### src/rtl/uart_fifo_bridge.sv
// Purpose: byte bridge between a UART core and a processor wrapper, one FIFO per direction.
// Latency: RX byte visible on rx_valid/rx_data two edges after the strobe edge; TX strobe two edges after the write edge.
// Backpressure: full FIFOs drop the incoming byte and set a sticky overflow flag; core_tx_stb holds until core_tx_ack.
//
// Ports:
//   clk_sys, RESET                 - system clock, synchronous active-high reset
//   core_rx_data/stb, core_rx_ack  - UART core receive side (level strobe, one-cycle ack pulse)
//   core_tx_data/stb, core_tx_ack  - UART core transmit side (request held until accepted)
//   tx_data/valid, tx_ready        - wrapper write port (rising edge of tx_valid = one byte)
//   rx_data/valid, rx_ack          - wrapper read port, first-word-fall-through (rising edge of rx_ack = pop)
//   clear_flags, rx/tx_overflow    - sticky drop flags and their clear
//   rx_count                       - RX FIFO occupancy
module uart_fifo_bridge #(
    parameter int DEPTH = 16
) (
    input  logic                       clk_sys,
    input  logic                       RESET,
    input  logic [7:0]                 core_rx_data,
    input  logic                       core_rx_stb,
    output logic                       core_rx_ack,
    output logic [7:0]                 core_tx_data,
    output logic                       core_tx_stb,
    input  logic                       core_tx_ack,
    input  logic [7:0]                 tx_data,
    input  logic                       tx_valid,
    output logic                       tx_ready,
    output logic [7:0]                 rx_data,
    output logic                       rx_valid,
    input  logic                       rx_ack,
    input  logic                       clear_flags,
    output logic                       rx_overflow,
    output logic                       tx_overflow,
    output logic [$clog2(DEPTH):0]     rx_count
);

    localparam int AW = $clog2(DEPTH);
    localparam int CW = AW + 1;
    localparam logic [CW-1:0] CNT_FULL = CW'(DEPTH);
    localparam logic [CW-1:0] CNT_ONE  = CW'(1);
    localparam logic [AW-1:0] PTR_ONE  = AW'(1);

    localparam logic [1:0] ST_IDLE = 2'd0;
    localparam logic [1:0] ST_SEND = 2'd1;
    localparam logic [1:0] ST_GAP  = 2'd2;

    logic             rx_stb_q, tx_valid_q, rx_ack_q;
    logic [7:0]       rx_mem [DEPTH];
    logic [7:0]       tx_mem [DEPTH];
    logic [AW-1:0]    rx_wptr, rx_rptr, tx_wptr, tx_rptr;
    logic [CW-1:0]    rx_cnt, tx_cnt, rx_cnt_nxt, tx_cnt_nxt;
    logic [1:0]       tx_state;

    logic rx_rise, tx_rise, ack_rise;
    logic rx_push, rx_pop, rx_drop;
    logic tx_push, tx_pop, tx_drop;

    always_comb begin
        rx_rise  = core_rx_stb & ~rx_stb_q;
        tx_rise  = tx_valid & ~tx_valid_q;
        ack_rise = rx_ack & ~rx_ack_q;

        // A pop in the same cycle frees the slot a full FIFO's push needs.
        rx_pop  = ack_rise & (rx_cnt != '0);
        rx_push = rx_rise & ((rx_cnt != CNT_FULL) | rx_pop);
        rx_drop = rx_rise & ~rx_push;

        tx_pop  = (tx_state == ST_SEND) & core_tx_ack;
        tx_push = tx_rise & ((tx_cnt != CNT_FULL) | tx_pop);
        tx_drop = tx_rise & ~tx_push;

        rx_cnt_nxt = rx_cnt;
        if (rx_push & ~rx_pop) rx_cnt_nxt = rx_cnt + CNT_ONE;
        else if (~rx_push & rx_pop) rx_cnt_nxt = rx_cnt - CNT_ONE;

        tx_cnt_nxt = tx_cnt;
        if (tx_push & ~tx_pop) tx_cnt_nxt = tx_cnt + CNT_ONE;
        else if (~tx_push & tx_pop) tx_cnt_nxt = tx_cnt - CNT_ONE;
    end

    // Storage needs no reset: occupancy counters define which slots are live.
    always_ff @(posedge clk_sys) begin
        if (!RESET && rx_push) rx_mem[rx_wptr] <= core_rx_data;
        if (!RESET && tx_push) tx_mem[tx_wptr] <= tx_data;
    end

    always_ff @(posedge clk_sys) begin
        if (RESET) begin
            rx_stb_q     <= 1'b0;
            tx_valid_q   <= 1'b0;
            rx_ack_q     <= 1'b0;
            rx_wptr      <= '0;
            rx_rptr      <= '0;
            tx_wptr      <= '0;
            tx_rptr      <= '0;
            rx_cnt       <= '0;
            tx_cnt       <= '0;
            tx_state     <= ST_IDLE;
            core_rx_ack  <= 1'b0;
            core_tx_stb  <= 1'b0;
            core_tx_data <= 8'h00;
            rx_valid     <= 1'b0;
            rx_data      <= 8'h00;
            rx_count     <= '0;
            rx_overflow  <= 1'b0;
            tx_overflow  <= 1'b0;
            tx_ready     <= 1'b1;
        end else begin
            rx_stb_q   <= core_rx_stb;
            tx_valid_q <= tx_valid;
            rx_ack_q   <= rx_ack;

            // Ack every strobe edge, stored or dropped, so the core never stalls.
            core_rx_ack <= rx_rise;

            if (rx_push) rx_wptr <= rx_wptr + PTR_ONE;
            if (rx_pop)  rx_rptr <= rx_rptr + PTR_ONE;
            if (tx_push) tx_wptr <= tx_wptr + PTR_ONE;
            if (tx_pop)  tx_rptr <= tx_rptr + PTR_ONE;
            rx_cnt <= rx_cnt_nxt;
            tx_cnt <= tx_cnt_nxt;

            // Wrapper-facing RX view trails the FIFO state by one edge.
            rx_valid <= (rx_cnt != '0);
            rx_count <= rx_cnt;
            if (rx_cnt != '0) rx_data <= rx_mem[rx_rptr];

            tx_ready <= (tx_cnt_nxt != CNT_FULL);

            // Overflow in the same cycle beats clear_flags.
            if (rx_drop)          rx_overflow <= 1'b1;
            else if (clear_flags) rx_overflow <= 1'b0;
            if (tx_drop)          tx_overflow <= 1'b1;
            else if (clear_flags) tx_overflow <= 1'b0;

            case (tx_state)
                ST_IDLE: begin
                    if (tx_cnt != '0) begin
                        core_tx_data <= tx_mem[tx_rptr];
                        core_tx_stb  <= 1'b1;
                        tx_state     <= ST_SEND;
                    end
                end
                ST_SEND: begin
                    if (core_tx_ack) begin
                        core_tx_stb <= 1'b0;
                        tx_state    <= ST_GAP;
                    end
                end
                ST_GAP: begin
                    tx_state <= ST_IDLE;
                end
                default: begin
                    core_tx_stb <= 1'b0;
                    tx_state    <= ST_IDLE;
                end
            endcase
        end
    end

endmodule

### config.mk
export PLATFORM = sky130hd
export DESIGN_NAME = uart_fifo_bridge
export DESIGN_NICKNAME = d
export VERILOG_FILES = /design/src/rtl/uart_fifo_bridge.sv
export SDC_FILE = /design/constraint.sdc
export NUM_CORES = 1
export LEC_CHECK = 0
export ABC_AREA = 1
export CAP_MARGIN = 20
export CORE_ASPECT_RATIO = 0.75
export CORE_MARGIN = 2
export CORE_UTILIZATION = 55
export DETAILED_ROUTE_END_ITERATION = 8
export GPL_TIMING_DRIVEN = 0
export PLACE_DENSITY_LB_ADDON = 0.25
export SYNTH_ARGS = -nofsm -noshare
export SYNTH_HDL_FRONTEND = slang
export SYNTH_SLANG_ARGS = --single-unit
### constraint.sdc
create_clock -name clk_sys -period 2.75 [get_ports clk_sys]
set_input_delay 0.55 -clock clk_sys [delete_from_list [all_inputs] [get_ports clk_sys]]
set_output_delay 0.55 -clock clk_sys [all_outputs]
set_load 0.01 [all_outputs]
==> impl_metrics.tcl, run 1 <==
set metrics [dict create \
    outcome "finished clean" \
    clk_transition_reported_paths_ps 60 \
    post-layout-total-power_mw 12.10 \
    post-route-period-util 0.9287 \
    detailroute.via_count 9397 \
    maximum_frequency_from_static_timing_analysis_ghz 0.3915 \
    finalNetCount 1408 \
    start_kind "input port" \
    synth-async-reset-ratio 0 \
    worst_hold_path_type "reg2reg" \
    start_util 0.5546 \
    clock_sinks 314 \
    ios 50 \
    largest_net_degree_at_the_start_of_global_routing 17 \
    worstHoldEndpoint "core_tx_stb" \
    grt.total_usage 0.2652 \
    rsz0062_at_grt "false" \
    timing.setup.tns_ps 0 \
    cts_setup_buffers 0 \
    post_cts_resize_count 0 \
    synth_largest_area_cell "sky130_fd_sc_hd__edfxtp_1" \
    routed_via_density 5.537 \
    max_cap_violations 0 \
    post_synth_inst_count 1282 \
    most_common_cell_after_layout_fill_and_taps_aside "sky130_fd_sc_hd__nand2_1" \
    yosys_most_used_dff "sky130_fd_sc_hd__edfxtp_1" \
    post-synth-top-area-fraction 0.5826 \
    via_count_of_the_first_global_routing_pass 8597 \
    antenna-diode-count 0 \
    synthesis.nets 1323 \
    timing.final.hold_violations 0 \
    drt_first_pass_iters 7 \
    cts.root.buffer_cell "sky130_fd_sc_hd__clkbuf_16" \
    max_slew_headroom 0.4113 \
    dieArea_um2 25260 \
    slew_violations 0 \
    wire_length_of_the_first_global_routing_pass_um 50270 \
    critical_path_arrival_ps 2740 \
    drive_above_1_share 0.08196 \
    overflow 0 \
    die-width_um 182.8 \
    final_cell_mix "sky130_fd_sc_hd__nand2_1 (319), sky130_fd_sc_hd__edfxtp_1 (256), sky130_fd_sc_hd__nor2_1 (232)" \
    critical_path_required_ps 2930 \
    r2r-end "tx_mem[10][6]" \
    synth-edff-count 256 \
    yosysUniqueCellTypes 34 \
    endpoint_kind "register" \
    insertion_delay_ps 550 \
    wirelength_um 33030 \
    cellLeakagePower_nw 5.778 \
    first_drt_iteration_drcs 1364 \
    total_core_area_um2 23790 \
    setup_viol 0 \
    average_footprint_of_a_synthesized_cell_um2 10.29 \
    die_outline_height_um 138.1 \
    post_synth_main_area_contributors "sky130_fd_sc_hd__edfxtp_1 (58%), sky130_fd_sc_hd__nand2_1 (9.1%), sky130_fd_sc_hd__dfxtp_1 (8.8%), sky130_fd_sc_hd__nor2_1 (6.7%), sky130_fd_sc_hd__nand3_1 (4.7%)" \
    cts_hold_repair.buffers 0 \
    timing.rr.start "tx_cnt[0]" \
    critical_path_type "in2reg" \
    timing.reg2reg.worst_path_depth 9 \
    worst_pin_slew_ps 880.3 \
    htree_levels 1 \
    power.density_nw_per_um2 804.0 \
    min_from "core_tx_stb" \
    synth.yosys.warnings 0 \
    cts-root-to-sink-buffers 3 \
    post_route_clock_skew_ps 16.74 \
    placement.io_buffers 49 \
    drt_drc_violations_left 0 \
    cts_made_buffers 30 \
    areaGrowthSynthToFinish_pct 14.11 \
    worst-path-max-fanout 8 \
    cts_tree "done" \
    postRouteAntennaNets 0 \
    setup.reg_to_reg.worst_slack_ps 300 \
    finalWorstPathRequiredPeriod_ps 2554 \
    synth.ff_latch_count 314 \
    grt_antenna_before_repair 0 \
    final_weighted_congestion_in_routability_driven_placement 0.9380 \
    irDropWorstVdd_mv 0.4655 \
    routedWlPerCell_um 19.46 \
    syn-cell-area_um2 13190 \
    seq_area_frac_synth 0.6706 \
    final_cell_utilization_of_the_core 0.6329 \
    hold_path_depth 2 \
    detailedPlacementHpwl_um 22410 \
    placement_rows 49 \
]
-- stage by stage --
stage / hold slack (ps) / cells / setup WS, ps / area, um2
floorplan: 447.7 / 1282 / 427.2 / 13190
global placement: 454.3 / 1637 / -437.1 / 14070
detailed placement: 454.2 / 1638 / -473.9 / 14070
CTS: 464.6 / 1694 / 89.62 / 15020
global route: 487.0 / 1697 / 20.35 / 15060
finish: 462.5 / 1697 / 196.0 / 15060
-- final cells by class --
class,count,area [um2]
Buffer,59,317.8
Clock buffer,36,794.5
Clock inverter,20,146.4
Fill cell,1872,8732
Inverter,73,274.0
Multi-Input combinational cell,836,3771
Sequential cell,314,8848
Tap cell,306,382.9
Timing Repair Buffer,53,520.5
-- registers in the layout, indices dropped and copies added (netlist names), 4 cells and up --
name and count:
rx_cnt 5, rx_count 5, rx_rptr 4, tx_mem 128
rx_mem 128, rx_wptr 4, tx_cnt 5, core_tx_data 8
tx_rptr 4, tx_wptr 4, rx_data 8
-- Yosys cell counts (2+ instances only) --
library cell / number
sky130_fd_sc_hd__nand3_1: 125
sky130_fd_sc_hd__ha_1: 17
sky130_fd_sc_hd__clkinv_1: 3
sky130_fd_sc_hd__xor2_1: 9
sky130_fd_sc_hd__inv_2: 8
sky130_fd_sc_hd__buf_4: 15
sky130_fd_sc_hd__nand4_1: 2
sky130_fd_sc_hd__nor3_1: 6
sky130_fd_sc_hd__o21ai_0: 74
sky130_fd_sc_hd__a21oi_1: 23
sky130_fd_sc_hd__clkbuf_1: 13
sky130_fd_sc_hd__dfxtp_1: 58
sky130_fd_sc_hd__buf_2: 25
sky130_fd_sc_hd__edfxtp_1: 256
sky130_fd_sc_hd__nor2_4: 4
sky130_fd_sc_hd__nand2_1: 320
sky130_fd_sc_hd__o21ai_1: 5
sky130_fd_sc_hd__nor2_1: 234
sky130_fd_sc_hd__nand2_2: 5
sky130_fd_sc_hd__buf_1: 4
sky130_fd_sc_hd__nand3_2: 2
sky130_fd_sc_hd__inv_1: 62
-- metal layers --
| layer | routed length [um] | vias up | track usage |
|---|---|---|---|
| met2 | 13350 | 493 | 0.3578 |
| met5 | 0 | - | 0 |
| li1 | - | 4455 | - |
| met1 | 14870 | 4401 | 0.4284 |
| met3 | 4209 | 48 | 0.07561 |
| met4 | 607 | 0 | 0.05137 |
-- how the worst max path moves through the flow --
stage	slack [ps]	end	cells past startpoint	start
after floorplan	430	rx_cnt[4]	15	core_rx_stb
after global placement	-440	rx_cnt[4]	16	core_rx_stb
after detailed placement	-470	rx_cnt[4]	16	core_rx_stb
after CTS	90	rx_cnt[4]	16	core_rx_stb
after global routing	20	rx_cnt[3]	13	rx_cnt[0]
final	200	rx_mem[14][5]	9	rx_ack
-- critical path, cell delays in order --
cell and delay, ps:
sky130_fd_sc_hd__clkdlybuf4s50_1 450, sky130_fd_sc_hd__inv_1 60, sky130_fd_sc_hd__nor2_1 190, sky130_fd_sc_hd__nor3_2 120, sky130_fd_sc_hd__inv_1 60, sky130_fd_sc_hd__nand2_1 140, sky130_fd_sc_hd__nor2_1 250, sky130_fd_sc_hd__nand2_1 210
sky130_fd_sc_hd__nor2_1 700
-- logic make-up after synthesis --
group | synth area share
simple gates | 0.2199
buf+inv | 0.04485
fa+ha+maj | 0.01764
compound gates | 0.04030
flops | 0.6706
xor+xnor | 0.006639
-- power by group --
group	switching, mW	internal (mW)
registers	0.134	5.35
clock network	1.73	2.23
logic	1.76	0.900
Power figures use the tool's default switching activity.
==> inputs of run 2 (changes only) <==
--- a/config.mk
+++ b/config.mk
@@ -13,6 +13,8 @@
 export DETAILED_ROUTE_END_ITERATION = 8
 export GPL_TIMING_DRIVEN = 0
 export PLACE_DENSITY_LB_ADDON = 0.25
+export RECOVER_POWER = 50
+export SETUP_SLACK_MARGIN = 0.02
 export SYNTH_ARGS = -nofsm -noshare
 export SYNTH_HDL_FRONTEND = slang
 export SYNTH_SLANG_ARGS = --single-unit
==> run 2 against run 1 <==
  * Wire length is the same
  * Global-route usage is the same
  * Sequential power is essentially flat
  * First-iteration DRC count grew 1.2%
  * Design area shrank 0.16%
  * Clock-buffer cell count is the same
  * Fmax shrank 0.86%
  * Total power is essentially flat
  * Clock power is essentially flat
  * Combinational power is essentially flat
  * Clock skew shrank 0.64 ps
  * Setup slack lost 22 ps
  * Critical path type unchanged
  * Highest routed layer unchanged
==> impl_metrics.tcl, run 2 (synthesis results as in run 1) <==
set metrics [dict create \
    antenna-diode-count 0 \
    max_cap_violations 0 \
    rsz0062_at_grt "false" \
    maximum_frequency_from_static_timing_analysis_ghz 0.3882 \
    htree_levels 1 \
    critical_path_arrival_ps 2760 \
    worst_pin_slew_ps 896.6 \
    r2r-end "tx_mem[3][6]" \
    ios 50 \
    drt_drc_violations_left 0 \
    post_cts_resize_count 0 \
    outcome "finished clean" \
    placed_cell_area_um2 14070 \
    die-width_um 182.8 \
    finalNetCount 1408 \
    areaGrowthSynthToFinish_pct 13.93 \
    endpoint_kind "register" \
    cell_area_after_layout_um2 15030 \
    power.density_nw_per_um2 805.4 \
    post-route-period-util 0.9367 \
    cts.root.buffer_cell "sky130_fd_sc_hd__clkbuf_16" \
    final_cell_mix "sky130_fd_sc_hd__nand2_1 (320), sky130_fd_sc_hd__edfxtp_1 (256), sky130_fd_sc_hd__nor2_1 (234)" \
    drt_first_pass_iters 6 \
    post_route_clock_skew_ps 16.10 \
    slew_violations 0 \
    clk_transition_reported_paths_ps 60 \
    worst-path-max-fanout 8 \
    post-layout-total-power_mw 12.11 \
    grt.total_usage 0.2652 \
    grt_antenna_before_repair 0 \
    setup.reg_to_reg.worst_slack_ps 180 \
    finalWorstPathRequiredPeriod_ps 2576 \
    largest_registers "rx_mem x128, tx_mem x128" \
    insertion_delay_ps 550 \
    min_from "core_tx_stb" \
    cts-root-to-sink-buffers 3 \
    setup_viol 0 \
    via_count_of_the_first_global_routing_pass 8597 \
    cts_made_buffers 30 \
    cts_tree "done" \
    timing.rr.start "tx_cnt[0]" \
    worst_hold_path_type "reg2reg" \
    clock_sinks 314 \
    cts_hold_repair.buffers 0 \
    dieArea_um2 25260 \
    largest_net_degree_at_the_start_of_global_routing 17 \
    start_kind "input port" \
    drive_above_1_share 0.07620 \
    register_area_um2 8850 \
    cts_setup_buffers 0 \
    routed_via_density 5.510 \
    timing.final.hold_violations 0 \
    multi_input_comb_area_um2 3754 \
    postRouteAntennaNets 0 \
    die_outline_height_um 138.1 \
    wire_length_of_the_first_global_routing_pass_um 50270 \
    detailroute.via_count 9350 \
    detailedPlacementHpwl_um 22410 \
    final_weighted_congestion_in_routability_driven_placement 0.9380 \
    hold_path_depth 2 \
    start_util 0.5546 \
    most_common_cell_after_layout_fill_and_taps_aside "sky130_fd_sc_hd__nand2_1" \
    timing.reg2reg.worst_path_depth 8 \
    worstHoldEndpoint "core_tx_stb" \
    placement_rows 49 \
    wirelength_um 33030 \
    fillCellCount 1877 \
    cellLeakagePower_nw 5.769 \
    max_slew_headroom 0.4003 \
    critical_path_type "in2reg" \
    placement.io_buffers 49 \
    final_cell_utilization_of_the_core 0.6319 \
    first_drt_iteration_drcs 1381 \
    irDropWorstVdd_mv 0.4661 \
    total_core_area_um2 23790 \
    routedWlPerCell_um 19.46 \
    overflow 0 \
    critical_path_required_ps 2930 \
]
-- run 2: cell type report --
| class | instances | share of cell area |
|---|---|---|
| clock inverter | 20 | 0.009739 |
| inverter | 73 | 0.01823 |
| clock buffer | 36 | 0.05286 |
| buffer | 59 | 0.02064 |
| tap | 306 | 0.02547 |
| sequential | 314 | 0.5887 |
| multi-input combinational | 836 | 0.2497 |
| timing repair buffer | 53 | 0.03463 |
-- run 2: how the worst max path moves through the flow --
stage | start | slack, ps | to
2_1_floorplan | core_rx_stb | 430 | rx_cnt[4]
3_3_place_gp | core_rx_stb | -440 | rx_cnt[4]
3_5_place_dp | core_rx_stb | -470 | rx_cnt[4]
4_1_cts | core_rx_stb | 90 | rx_cnt[4]
5_1_grt | rx_ack | 30 | rx_mem[11][1]
6_report | rx_ack | 170 | rx_mem[11][1]
-- run 2: per-stage QoR --
step | hold WS [ps] | setup TNS, ps | instances | worst slack (ps)
floorplan | 447.7 | 0 | 1282 | 427.2
global placement | 454.3 | -41140 | 1637 | -437.1
detailed placement | 454.2 | -48350 | 1638 | -473.9
CTS | 464.6 | 0 | 1694 | 89.62
global route | 487.0 | 0 | 1697 | 26.10
finish | 462.4 | 0 | 1697 | 174.0
-- run 2: where the power goes --
| group | leakage (nW) | switching (mW) | internal, mW |
|---|---|---|---|
| combinational | 2.53 | 1.76 | 0.888 |
| sequential | 2.78 | 0.134 | 5.35 |
| clock | 0.454 | 1.74 | 2.23 |
-- run 2: routing by layer --
metal / GRT usage / share of wire / up-vias
li1: - / - / 4454
met1: 0.4284 / 0.45 / 4373
met2: 0.3578 / 0.40 / 476
met3: 0.07561 / 0.13 / 47
met4: 0.05137 / 0.018 / 0
met5: 0 / 0 / -
-- run 2: worst max-delay path: stages --
cell and delay [ps]:
sky130_fd_sc_hd__clkdlybuf4s50_1 450, sky130_fd_sc_hd__inv_1 60, sky130_fd_sc_hd__nor2_1 190, sky130_fd_sc_hd__nor3_2 110
sky130_fd_sc_hd__inv_1 60, sky130_fd_sc_hd__nand2_1 150, sky130_fd_sc_hd__nor2_1 260, sky130_fd_sc_hd__nand2_1 220
sky130_fd_sc_hd__nor2_1 700
